--- src/rtl/vga_timing_gen.sv ---
// Raster timing generator: DrawX/DrawY counters with registered blank/hs/vs decode.
// Define VGA_SYNC_ALIGN_EN to delay hs/vs by 2 and blank by 1 pixel clock.
module vga_timing_gen #(
  parameter int H_VISIBLE = 640,
  parameter int H_FP      = 16,
  parameter int H_SYNC    = 96,
  parameter int H_BP      = 48,
  parameter int V_VISIBLE = 480,
  parameter int V_FP      = 10,
  parameter int V_SYNC    = 2,
  parameter int V_BP      = 33
) (
  input  logic       vga_clk,
  input  logic       reset,
  output logic [9:0] DrawX,
  output logic [9:0] DrawY,
  output logic       blank,
  output logic       hs,
  output logic       vs,
  output logic       sync,
  output logic       frame_start,
  output logic [7:0] frame_count
);

  localparam int H_TOTAL = H_VISIBLE + H_FP + H_SYNC + H_BP;
  localparam int V_TOTAL = V_VISIBLE + V_FP + V_SYNC + V_BP;

  if (H_TOTAL > 1024 || V_TOTAL > 1024) begin : g_range
    $error("vga_timing_gen: raster totals exceed 10-bit counters");
  end

  localparam logic [10:0] X_VIS  = 11'(H_VISIBLE);
  localparam logic [10:0] HS_BEG = 11'(H_VISIBLE + H_FP);
  localparam logic [10:0] HS_END = 11'(H_VISIBLE + H_FP + H_SYNC);
  localparam logic [10:0] Y_VIS  = 11'(V_VISIBLE);
  localparam logic [10:0] VS_BEG = 11'(V_VISIBLE + V_FP);
  localparam logic [10:0] VS_END = 11'(V_VISIBLE + V_FP + V_SYNC);
  localparam logic [9:0]  X_MAX  = 10'(H_TOTAL - 1);
  localparam logic [9:0]  Y_MAX  = 10'(V_TOTAL - 1);

  logic [9:0] x_nxt;
  logic [9:0] y_nxt;
  logic       blank_nxt;
  logic       hs_nxt;
  logic       vs_nxt;
  logic       fs_nxt;
  logic       blank_q;
  logic       hs_q;
  logic       vs_q;

  always_comb begin
    x_nxt = DrawX + 10'd1;
    y_nxt = DrawY;
    if (DrawX == X_MAX) begin
      x_nxt = '0;
      y_nxt = (DrawY == Y_MAX) ? '0 : DrawY + 10'd1;
    end
  end

  // Decode the upcoming position so the flops line up with the counters.
  assign blank_nxt = ({1'b0, x_nxt} < X_VIS) && ({1'b0, y_nxt} < Y_VIS);
  assign hs_nxt = !(({1'b0, x_nxt} >= HS_BEG) && ({1'b0, x_nxt} < HS_END));
  assign vs_nxt = !(({1'b0, y_nxt} >= VS_BEG) && ({1'b0, y_nxt} < VS_END));
  assign fs_nxt = (x_nxt == '0) && (y_nxt == '0);

  always_ff @(posedge vga_clk) begin
    if (reset) begin
      DrawX       <= X_MAX;
      DrawY       <= Y_MAX;
      blank_q     <= 1'b0;
      hs_q        <= 1'b1;
      vs_q        <= 1'b1;
      frame_start <= 1'b0;
      frame_count <= 8'hFF;
    end else begin
      DrawX       <= x_nxt;
      DrawY       <= y_nxt;
      blank_q     <= blank_nxt;
      hs_q        <= hs_nxt;
      vs_q        <= vs_nxt;
      frame_start <= fs_nxt;
      if (fs_nxt)
        frame_count <= frame_count + 8'd1;
    end
  end

  assign sync = 1'b0;

`ifdef VGA_SYNC_ALIGN_EN
  // Match the mapper's ROM and RGB register stages.
  logic hs_d1;
  logic hs_d2;
  logic vs_d1;
  logic vs_d2;
  logic blank_d1;

  always_ff @(posedge vga_clk) begin
    if (reset) begin
      hs_d1    <= 1'b1;
      hs_d2    <= 1'b1;
      vs_d1    <= 1'b1;
      vs_d2    <= 1'b1;
      blank_d1 <= 1'b0;
    end else begin
      hs_d1    <= hs_q;
      hs_d2    <= hs_d1;
      vs_d1    <= vs_q;
      vs_d2    <= vs_d1;
      blank_d1 <= blank_q;
    end
  end

  assign hs    = hs_d2;
  assign vs    = vs_d2;
  assign blank = blank_d1;
`else
  assign hs    = hs_q;
  assign vs    = vs_q;
  assign blank = blank_q;
`endif

endmodule

--- config.mk ---
export PLATFORM = sky130hd
export DESIGN_NAME = vga_timing_gen
export DESIGN_NICKNAME = d
export VERILOG_FILES = /design/src/rtl/vga_timing_gen.sv
export SDC_FILE = /design/constraint.sdc
export NUM_CORES = 1
export LEC_CHECK = 0
export BUFFER_PORTS_ARGS = -buffer_cell sky130_fd_sc_hd__buf_2
export CELL_PAD_IN_SITES_DETAIL_PLACEMENT = 1
export CELL_PAD_IN_SITES_GLOBAL_PLACEMENT = 1
export CORE_MARGIN = 2
export CORE_UTILIZATION = 38
export CTS_BUF_LIST = sky130_fd_sc_hd__clkbuf_8
export DETAILED_ROUTE_END_ITERATION = 8
export GPL_ROUTABILITY_DRIVEN = 0
export GPL_TIMING_DRIVEN = 0
export HOLD_SLACK_MARGIN = 0.08
export PLACE_DENSITY = 0.78
export SLEW_MARGIN = 20
export SYNTH_ARGS = -nofsm -noshare
export SYNTH_HDL_FRONTEND = slang
export SYNTH_SLANG_ARGS = --single-unit
--- constraint.sdc ---
create_clock -name vga_clk -period 2.51 [get_ports vga_clk]
set_input_delay 0.251 -clock vga_clk [delete_from_list [all_inputs] [get_ports vga_clk]]
set_output_delay 0.251 -clock vga_clk [all_outputs]
set_load 0.1 [all_outputs]
==> flow_summary.html <==
<table>
<tr><th>Metric</th><th>Value</th></tr>
<tr><th colspan="2">Logic synthesis</th></tr>
<tr><td>Top flip-flop cell by instance count after synthesis</td><td>sky130_fd_sc_hd__dfxtp_1</td></tr>
<tr><td>Share of the yosys chip area belonging to registers</td><td>35.65%</td></tr>
<tr><td>Gate Count Post-Synth</td><td>210</td></tr>
<tr><td>Synthesis-stage register bit count</td><td>32</td></tr>
<tr><td>Area leader, netlist</td><td>sky130_fd_sc_hd__dfxtp_1</td></tr>
<tr><td>Most area-consuming cells after synthesis</td><td>sky130_fd_sc_hd__dfxtp_1, sky130_fd_sc_hd__xor2_1, sky130_fd_sc_hd__nand3_1</td></tr>
<tr><td>Post-Syn Area</td><td>between 0.0015 and 0.002 mm2</td></tr>
<tr><td>Number of enable-type register cells in the synthesized netlist</td><td>0</td></tr>
<tr><td>Synth async-reset ratio</td><td>0%</td></tr>
<tr><td>Net Count, Synth</td><td>216</td></tr>
<tr><td>Number of warning messages in the yosys log</td><td>0</td></tr>
<tr><td>Average footprint of a synthesized cell</td><td>approximately 8.6 um2</td></tr>
<tr><td>Synth top area share</td><td>35.65%</td></tr>
<tr><td>Distinct cells, synth</td><td>51</td></tr>
<tr><th colspan="2">Cells and area</th></tr>
<tr><td>Design Area, Final</td><td>0.002421 mm2</td></tr>
<tr><td>Area Growth Syn to Fin</td><td>34.75%</td></tr>
<tr><td>Fraction of layout instances using a drive strength above 1</td><td>40.15%</td></tr>
<tr><td>Antenna diode count</td><td>0</td></tr>
<tr><td>Net total in the final layout</td><td>274</td></tr>
<tr><td>Final core utilization</td><td>between 50% and 60%</td></tr>
<tr><th colspan="2">Setup path</th></tr>
<tr><td>Slowest library cell on the worst path</td><td>sky130_fd_sc_hd__or4_4</td></tr>
<tr><td>Reg2Reg Depth</td><td>9</td></tr>
<tr><td>Worst reg2reg path startpoint</td><td>DrawX[1]</td></tr>
<tr><td>Critical path start-end classification</td><td>flip-flop to flip-flop</td></tr>
<tr><td>Capture point of the worst path</td><td>frame_count[6]</td></tr>
<tr><td>Reg2Reg Setup Slack</td><td>-0.05 ns</td></tr>
<tr><td>Top fanout value on the critical path</td><td>7</td></tr>
<tr><td>Max incr delay on CP</td><td>0.55 ns</td></tr>
<tr><td>Critical path data required time</td><td>approximately 2.7 ns</td></tr>
<tr><td>End of the worst register-to-register path</td><td>frame_count[6]</td></tr>
<tr><td>Crit. Startpoint</td><td>DrawX[1]</td></tr>
<tr><td>Crit path cell chain</td><td>ha_4, nand4_4, or4_4, o21a_1, a221o_1, and4b_2, buf_6, and4_1, o21ai_1</td></tr>
<tr><td>Category of the worst setup path launch point</td><td>flip-flop</td></tr>
<tr><td>Data arrival time of the critical path</td><td>2.72 ns</td></tr>
<tr><td>Critical Path Sink Type</td><td>flip-flop</td></tr>
<tr><th colspan="2">Route</th></tr>
<tr><td>Final routed wire length divided by cell count</td><td>17.86 um</td></tr>
<tr><td>Via-per-instance ratio</td><td>5.876</td></tr>
<tr><td>Total routed wirelength</td><td>5.769 mm</td></tr>
<tr><td>Count of vias placed by the detailed router</td><td>1898</td></tr>
<tr><td>Count of nets left with antenna violations after detail routing</td><td>0</td></tr>
<tr><td>Residual DRC</td><td>0</td></tr>
<tr><td>Number of search-and-repair iterations in the first detailed-routing pass</td><td>5</td></tr>
<tr><td>Initial DRC Count</td><td>slightly above 70</td></tr>
<tr><th colspan="2">STA</th></tr>
<tr><td>Worst-case hold slack</td><td>0.2265 ns</td></tr>
<tr><td>Final number of setup-violating endpoints</td><td>5</td></tr>
<tr><td>Max-slew violations</td><td>0</td></tr>
<tr><td>Hold Violations, Final</td><td>0</td></tr>
<tr><td>Post-layout minimum cycle time</td><td>2.563 ns</td></tr>
<tr><td>Tightest Pin Transition</td><td>around 0.57 ns</td></tr>
<tr><td>Post-route worst setup slack</td><td>-0.05262 ns</td></tr>
<tr><td>Max-slew headroom at the worst pin</td><td>62.27%</td></tr>
<tr><td>RSZ-0062 raised after global routing</td><td>true</td></tr>
<tr><td>Setup_tns</td><td>-0.2065 ns</td></tr>
<tr><td>Fmax</td><td>390.2 MHz</td></tr>
<tr><td>Clock Skews</td><td>approximately 0.008 ns</td></tr>
<tr><td>Period Utilization, post-route</td><td>102.1%</td></tr>
<tr><th colspan="2">Die</th></tr>
<tr><td>Core area</td><td>between 0.004 and 0.005 mm2</td></tr>
<tr><td>Die outline width</td><td>72.76 um</td></tr>
<tr><td>Effective utilization at floorplan</td><td>38.81%</td></tr>
<tr><td>Floorplan die height</td><td>a little over 70 um</td></tr>
<tr><td>Top-Level Pins</td><td>35</td></tr>
<tr><td>Standard-cell row count</td><td>25</td></tr>
<tr><td>Die area</td><td>0.005294 mm2</td></tr>
<tr><th colspan="2">Place</th></tr>
<tr><td>Count of buffers from port buffering</td><td>33</td></tr>
<tr><td>Placed Instance Area</td><td>0.002093 mm2</td></tr>
<tr><td>Post-Place Worst Slack</td><td>-0.4955 ns</td></tr>
<tr><td>Detailed-placement wirelength estimate</td><td>about 3.7 mm</td></tr>
<tr><th colspan="2">Job</th></tr>
<tr><td>Number of maximum-capacitance violations</td><td>0</td></tr>
<tr><th colspan="2">Clock network</th></tr>
<tr><td>TritonCTS sink count</td><td>32</td></tr>
<tr><td>CTS Buf Count</td><td>5</td></tr>
<tr><td>Post-cts hold buffer count</td><td>0</td></tr>
<tr><td>Clock tree buffer depth</td><td>2</td></tr>
<tr><td>CTS tree</td><td>yes</td></tr>
<tr><td>Clock-pin slew of the registers on the worst-case setup and hold paths</td><td>0.07 ns</td></tr>
<tr><td>Clock tree root driver cell</td><td>sky130_fd_sc_hd__clkbuf_8</td></tr>
<tr><td>CTS H-tree depth</td><td>2</td></tr>
<tr><td>Clock insertion delay at the later pin of the skew report</td><td>roughly 0.29 ns</td></tr>
<tr><th colspan="2">GRT</th></tr>
<tr><td>Sum of overflow across all layers after global routing</td><td>0</td></tr>
<tr><td>Antenna violations before repair</td><td>0</td></tr>
<tr><td>Aggregate global-route resource usage</td><td>22.80%</td></tr>
<tr><td>Vias in the first global route</td><td>1845</td></tr>
<tr><td>Pin count of the biggest net entering global routing</td><td>11</td></tr>
<tr><td>First-pass GRT wire length</td><td>9.177 mm</td></tr>
<tr><th colspan="2">Power and ir drop</th></tr>
<tr><td>Pwr dens</td><td>~1400 mW/mm2</td></tr>
<tr><td>Leakage power figure</td><td>around 0.94 nW</td></tr>
<tr><td>Worst IR drop on VDD</td><td>0.4572 mV</td></tr>
<tr><th colspan="2">Outcome</th></tr>
<tr><td>Run status</td><td>finished with violations</td></tr>
<tr><td>Failing checks</td><td>setup timing</td></tr>
<tr><th colspan="2">Min path</th></tr>
<tr><td>Worst hold path type</td><td>primary input to flip-flop</td></tr>
<tr><td>Number of instances on the worst hold path</td><td>2</td></tr>
</table>
==> routing by layer <==
metal  global-route usage (%)  part of all wire [%]
met3                    4.420                   4.3
met5                        0                     0
met4                    8.025                   1.3
met1                    28.45                    44
met2                    39.09                    51
==> worst min path at each step <==
| stage | from | slack (ns) | end |
|---|---|---|---|
| 2_1_floorplan | reset | 0.36 | DrawY[3] |
| 3_5_place_dp | DrawX[0] | 0.50 | DrawX[0] |
| 4_1_cts | reset | 0.22 | DrawY[3] |
| 5_1_grt | reset | 0.25 | DrawY[3] |
| 3_3_place_gp | DrawX[0] | 0.49 | DrawX[0] |
| 6_report | reset | 0.23 | DrawY[3] |
==> state kept, by name, summed over array words and instances (netlist names) <==
register	flops
frame_count	8
vs	1
DrawY	10
DrawX	10
hs	1
blank	1
frame_start	1
==> cells by family after synthesis <==
logic type      count (synthesis)  synth area share [%]
simple gates                   94                 33.01
flops                          32                 35.65
other cells                     1                0.2087
xor+xnor                       10                 4.875
compound gates                 51                 18.52
fa+ha+maj                       4                 2.786
buf+inv                        18                 4.945
==> cells in the final DEF, fill, tap and decap left out, types with 4 or more instances in the layout <==
| cell type | n |
|---|---|
| sky130_fd_sc_hd__a21oi_1 | 8 |
| sky130_fd_sc_hd__a221o_1 | 4 |
| sky130_fd_sc_hd__a31oi_1 | 9 |
| sky130_fd_sc_hd__and2_1 | 4 |
| sky130_fd_sc_hd__and3_1 | 7 |
| sky130_fd_sc_hd__and4_1 | 6 |
| sky130_fd_sc_hd__buf_2 | 33 |
| sky130_fd_sc_hd__buf_4 | 22 |
| sky130_fd_sc_hd__clkbuf_8 | 5 |
| sky130_fd_sc_hd__dfxtp_1 | 13 |
| sky130_fd_sc_hd__dfxtp_2 | 6 |
| sky130_fd_sc_hd__dfxtp_4 | 13 |
| sky130_fd_sc_hd__inv_1 | 7 |
| sky130_fd_sc_hd__nand2_1 | 15 |
| sky130_fd_sc_hd__nand3_1 | 11 |
| sky130_fd_sc_hd__nand4_1 | 5 |
| sky130_fd_sc_hd__nor2_1 | 10 |
| sky130_fd_sc_hd__nor3_1 | 6 |
| sky130_fd_sc_hd__o21ai_0 | 11 |
| sky130_fd_sc_hd__o21ai_1 | 8 |
| sky130_fd_sc_hd__xor2_1 | 6 |
==> layout make-up <==
cell class	instances	area, um2
Buffer	9	56.30
Clock buffer	5	68.82
Clock inverter	3	38.79
Fill cell	551	2208
Inverter	7	26.28
Multi-Input combinational cell	160	1147
Sequential cell	32	696.9
Tap cell	54	67.56
Timing Repair Buffer	53	319.1
==> worst max-delay path: cells and delay by family, from the launching register on <==
kind,cells,cell delay [ns]
adders and majority gates,1,0.14
DFF,1,0.36
AOI/OAI and AO/OA,3,0.58
and+or+nand+nor,4,1.21
buffers and inverters,1,0.13
==> metrics by stage <==
| step | power (W) | std cells |
|---|---|---|
| finish | 0.003320 | 323 |
| global route | 0.003476 | 323 |
| CTS | 0.003266 | 322 |
| detailed placement | 0.002482 | 297 |
| global placement | 0.002463 | 297 |
| floorplan | 0.002159 | 210 |
==> synth_stat cells, types with 5 or more instances <==
cell type,instances
sky130_fd_sc_hd__nor3_1,6
sky130_fd_sc_hd__inv_1,7
sky130_fd_sc_hd__nand2_1,15
sky130_fd_sc_hd__nand4_1,5
sky130_fd_sc_hd__nor2_1,10
sky130_fd_sc_hd__a21oi_1,8
sky130_fd_sc_hd__xor2_1,7
sky130_fd_sc_hd__nand3_1,12
sky130_fd_sc_hd__o21ai_1,8
sky130_fd_sc_hd__clkbuf_1,6
sky130_fd_sc_hd__dfxtp_1,32
sky130_fd_sc_hd__o21ai_0,11
sky130_fd_sc_hd__and3_1,7
sky130_fd_sc_hd__and4_1,6
sky130_fd_sc_hd__a31oi_1,9
==> where the power goes <==
| group | internal, W | switching, W |
|---|---|---|
| clock | 0.000290 | 0.000200 |
| sequential | 0.000641 | 0.000152 |
| combinational | 0.000663 | 0.00137 |
==> what timing repair did <==
item / 4_1_cts / 5_1_grt
gates resized for setup: 12 / 10
setup endpoints to repair: 9 / 9
pin swaps: 3 / 2
buffers inserted: 18 / 1
cloned: 1 / 0
Note: power is estimated with default switching activity, not from simulation.
